## src/rtl/frame_sequencer.sv

```systemverilog
// Frame sequencer for an LED matrix: shows one of FRAMES packed frames, chosen
// manually by SEL or auto-rotated by a TICK_DIV prescaler, with hold and blanking.
module frame_sequencer #(
    parameter int ROWS     = 7,
    parameter int COLS     = 5,
    parameter int FRAMES   = 4,
    parameter int TICK_DIV = 50000000,
    localparam int PIX     = ROWS * COLS,
    localparam int IW      = $clog2(FRAMES)
) (
    input  logic                  CLK,
    input  logic                  RST,
    input  logic [FRAMES*PIX-1:0] FRAME_IN,
    input  logic [IW-1:0]         SEL,
    input  logic                  MODE,
    input  logic                  HOLD,
    input  logic                  BLANK,
    output logic [PIX-1:0]        FRAME_OUT,
    output logic [IW-1:0]         CUR_IDX,
    output logic                  FRAME_CHG
);

    localparam int            CW   = $clog2(TICK_DIV);
    localparam logic [IW:0]   NFR  = (IW+1)'(FRAMES);
    localparam logic [IW-1:0] LAST = IW'(FRAMES - 1);
    localparam logic [CW-1:0] TERM = CW'(TICK_DIV - 1);

    logic [IW-1:0]  idx_p0, idx_nxt;
    logic [CW-1:0]  cnt_p0, cnt_nxt;
    logic [PIX-1:0] frame_p0, frame_sel;
    logic           chg_p0;

    // Index/prescaler next state; leaving auto mode falls into the manual branch, which clears cnt.
    always_comb begin
        idx_nxt = idx_p0;
        cnt_nxt = cnt_p0;
        if (!MODE) begin
            cnt_nxt = '0;
            if ({1'b0, SEL} < NFR)
                idx_nxt = SEL;
        end else if (!HOLD) begin
            if (cnt_p0 == TERM) begin
                cnt_nxt = '0;
                idx_nxt = (idx_p0 == LAST) ? '0 : idx_p0 + 1'b1;
            end else begin
                cnt_nxt = cnt_p0 + 1'b1;
            end
        end
    end

    // Output slice follows the next-state index so CUR_IDX and FRAME_OUT move together.
    always_comb begin
        frame_sel = '0;
        for (int f = 0; f < FRAMES; f++)
            if (idx_nxt == IW'(f))
                frame_sel = FRAME_IN[f*PIX +: PIX];
    end

    // Stage p0: architectural state and registered outputs
    always_ff @(posedge CLK or posedge RST) begin
        if (RST) begin
            idx_p0   <= '0;
            cnt_p0   <= '0;
            frame_p0 <= '0;
            chg_p0   <= 1'b0;
        end else begin
            idx_p0   <= idx_nxt;
            cnt_p0   <= cnt_nxt;
            frame_p0 <= BLANK ? '0 : frame_sel;
            chg_p0   <= (idx_nxt != idx_p0);
        end
    end

    assign FRAME_OUT = frame_p0;
    assign CUR_IDX   = idx_p0;
    assign FRAME_CHG = chg_p0;

endmodule

```

## config.mk

```make
export PLATFORM = sky130hd
export DESIGN_NAME = frame_sequencer
export DESIGN_NICKNAME = d
export VERILOG_FILES = /design/src/rtl/frame_sequencer.sv
export SDC_FILE = /design/constraint.sdc
export NUM_CORES = 1
export LEC_CHECK = 0
export CAP_MARGIN = 40
export CELL_PAD_IN_SITES_DETAIL_PLACEMENT = 0
export CELL_PAD_IN_SITES_GLOBAL_PLACEMENT = 2
export CORE_MARGIN = 3
export CORE_UTILIZATION = 21
export DETAILED_ROUTE_END_ITERATION = 16
export PLACE_DENSITY_LB_ADDON = 0.1
export SYNTH_ARGS = -nofsm -noshare
export SYNTH_HDL_FRONTEND = slang
export SYNTH_SLANG_ARGS = --single-unit
```

## constraint.sdc

```tcl
create_clock -name CLK -period 2.6 [get_ports CLK]
set_input_delay 0.26 -clock CLK [delete_from_list [all_inputs] [get_ports CLK]]
set_output_delay 0.26 -clock CLK [all_outputs]
set_load 0.05 [all_outputs]
```

==> results of run 1 <==
==> flip-flops by register name, summed over array words and instances (netlist names) <==
signal and count:
CUR_IDX 2, FRAME_CHG 1, FRAME_OUT 35, cnt_p0 26
==> worst min-delay path, cell delays in order <==
cell	delay [ns]
clkdlybuf4s50_1	0.41
inv_2	0.07
buf_12	0.32
==> worst max path at each step <==
stage	slack, ns	from	endpoint
after floorplan	0.16	cnt_p0[7]	FRAME_OUT[13]
after global routing	-0.004	cnt_p0[7]	FRAME_OUT[7]
final	0.12	cnt_p0[7]	FRAME_OUT[7]
after detailed placement	-0.05	cnt_p0[7]	FRAME_OUT[5]
after CTS	0.04	cnt_p0[7]	FRAME_OUT[5]
after global placement	-0.03	cnt_p0[7]	FRAME_OUT[5]
==> synth_stat cells, types with 6 or more instances <==
| cell | instances | area, sq um |
|---|---|---|
| buf_2 | 10 | 50.1 |
| nand4_1 | 9 | 56.3 |
| nand2_1 | 19 | 71.3 |
| nor2_1 | 30 | 113 |
| a21oi_1 | 6 | 30.0 |
| and3_1 | 6 | 37.5 |
| mux2i_1 | 70 | 701 |
| xnor2_1 | 6 | 52.6 |
| xor2_1 | 14 | 123 |
| o22ai_1 | 33 | 206 |
| inv_1 | 6 | 22.5 |
| nand3_1 | 11 | 55.1 |
| dfrtp_1 | 64 | 1600 |
| o21ai_0 | 6 | 30.0 |
==> final cells by class <==
type,instances,share of cell area (%)
inverters,6,0.367
clock inverters,7,1.02
repair buffers,216,35.2
well taps,216,4.41
multi-input cells,244,29.2
flip-flops and latches,64,26.1
clock buffers,9,3.67
==> where the power goes <==
part | total (uW) | internal [uW] | switching [uW]
Combinational | 929 | 453 | 476
Clock | 1200 | 733 | 469
Sequential | 1080 | 1060 | 22.8
==> per-stage QoR <==
step / TNS (ns) / cell area, sq um / setup slack [ns] / total power (uW)
after global routing: -0.00447 / 6130 / -0.00447 / 3370
after global placement: -0.0280 / 5800 / -0.0280 / 2030
after CTS: 0 / 6120 / 0.0428 / 3270
final: 0 / 6130 / 0.118 / 3210
after floorplan: 0 / 3520 / 0.156 / 1570
after detailed placement: -0.0574 / 5800 / -0.0532 / 2030
==> layer usage <==
layer  part of all wire (%)  wire [microns]  track usage [%]  up-vias
met4                    2.2             285             5.38        0
li1                       -               -                -     1630
met1                     39            5190             16.5     1579
met3                    9.6            1260             7.10       16
met2                     49            6440             24.3      127
met5                      0               0                0        -
==> what timing repair did <==
item,4_1_cts,5_1_grt
resized for setup,0,4
pin swaps,0,2
hold buffers,0,0
buffers inserted,4,0
endpoints found under the setup margin,3,28
==> logic make-up after synthesis <==
family | synth area share (%)
muxes | 19.9
and+or+nand+nor | 13.9
AOI/OAI and AO/OA | 10.9
DFF | 45.6
adders and majority gates | 0.712
buffers and inverters | 4.09
xor gates and xnor gates | 4.98
==> metrics.md, run 1 <==
| Metric | Value |
|---|---|
| WL final | 13.2 mm |
| Final slew viol count | 0 |
| Clock root buffer | clkbuf_16 |
| Worst-skew pair later-pin latency | 0.34 ns |
| Leakage | 0.00261 uW |
| Synth-to-Final Area Change | 74.4% |
| FF+latch count, synth | 64 |
| Post-synthesis sequential area ratio | 45.6% |
| Final period utilization | 95.4% |
| Post-Syn Area | 3520 sq um |
| Final #Nets | 690 |
| Core area | 16100 sq um |
| Vias | 3352 |
| Largest net degree at the start of global routing | 65 |
| Number of global-route vias before repair | 3665 |
| Post-placement cell count | 742 |
| Clock sinks | 64 |
| GRT Util Overall | 14.7% |
| Max cap viols | 0 |
| Initial antenna violation count | 0 |
| Die Y | 135 microns |
| Port bufs | 184 |
| Synth unique cells | 41 |
| HP Class | in -> async |
| Post-DRT Antenna Nets | 0 |
| CP delay by family, top | simple AND/OR/NAND/NOR gates |
| TritonRoute pass-1 iters | 4 |
| Post-Layout Cell Count | 762 |
| Post-synth EDFFs | 0 |
| Worst reg2reg setup slack | 0.12 ns |
| Setup crit end kind | register |
| CP Launch Type | register |
| Worst-margin pin slew | 0.625 ns |
| R2R depth | 7 |
| Crit Path Class | reg -> reg |
| Cell Pwr Density | 524 nW/um^2 |
| Syn nets | 482 |
| WP depth | 7 |
| Dpl hpwl | 10.2 mm |
| Post-Route Skew | 0.00771 ns |
| Reg clk slew, reported paths | 0.05 ns |
| Outcome | finished, final reports clean |
| # setup viols final | 0 |
| Worst-path cell chain | or4b_4 > nor4_4 > nand3_2 > o31a_1 > a211o_1 > buf_12 > o22ai_1 |
| Most common cell after layout, fill and taps aside | clkdlybuf4s50_1 |
| Most frequent cells in the layout | clkdlybuf4s50_1, mux2i_1, dfrtp_1 |
| Worst rel slew slack | 58.2% |
| CP max FO | 35 |
| Standard-cell rows | 46 |
| Reg-to-reg critical path endpoint | FRAME_OUT[7] |
| Avg Cell Area, Syn | 10.6 sq um |
| Syn Inst Count | 333 |
| # DRC | 0 |
| Asr flop ratio synth | 100% |
| N_diodes | 0 |
| Clk buf depth | 2 |
| Final Hold Viols | 0 |
| Worst EP required | 2.85 ns |
| Clock buffer count from CTS | 9 |
| Grt total ovfl | 0 |
| FF+latch area | 1600 sq um |
| FMAX | 403 MHz |
| TritonCTS clock tree | done |
| Layout cells sized above 1 | 11.2% |
| YS warnings | 0 |
| Fill count | 1614 |
| Drt wl/cell | 17.3 microns |
| Fin crit period | 2.48 ns |
| CTS H-Tree Depth | 3 |
| Ys flop type | dfrtp_1 |
| Slowest stage delay, CP | 0.55 ns |
| Min Hold Slack | 0.321 ns |
| WP data arrival | 2.73 ns |
| Die area | 18300 sq um |
| First-pass GRT wire length | 20.4 mm |
| Multi-input combinational cell area | 1790 sq um |
| 1st-iter DRT viols | 98 |
| I/O Pins | 185 |
| Initial Util | 21.8% |
| Die Span X | 135 microns |
| RD Place Congestion | 0.798 |
| Via-per-instance ratio | 4.40 |
| Final design utilization | 38.1% |
| CP max stage cell | or4b_4 |
| FF-to-FF Start | cnt_p0[7] |
| Buffers & Inverters on Critical Path | 1 |
| Max VDD drop | 280 uV |
No activity file was read; power rests on OpenSTA's default activity.
==> run 2, diff against run 1 <==
--- a/config.mk
+++ b/config.mk
@@ -15,3 +15,4 @@
 export SYNTH_ARGS = -nofsm -noshare
 export SYNTH_HDL_FRONTEND = slang
 export SYNTH_SLANG_ARGS = --single-unit
+export TNS_END_PERCENT = 5
==> results of run 2 <==
Final layout, timing and power as in run 1 (identical DEF).
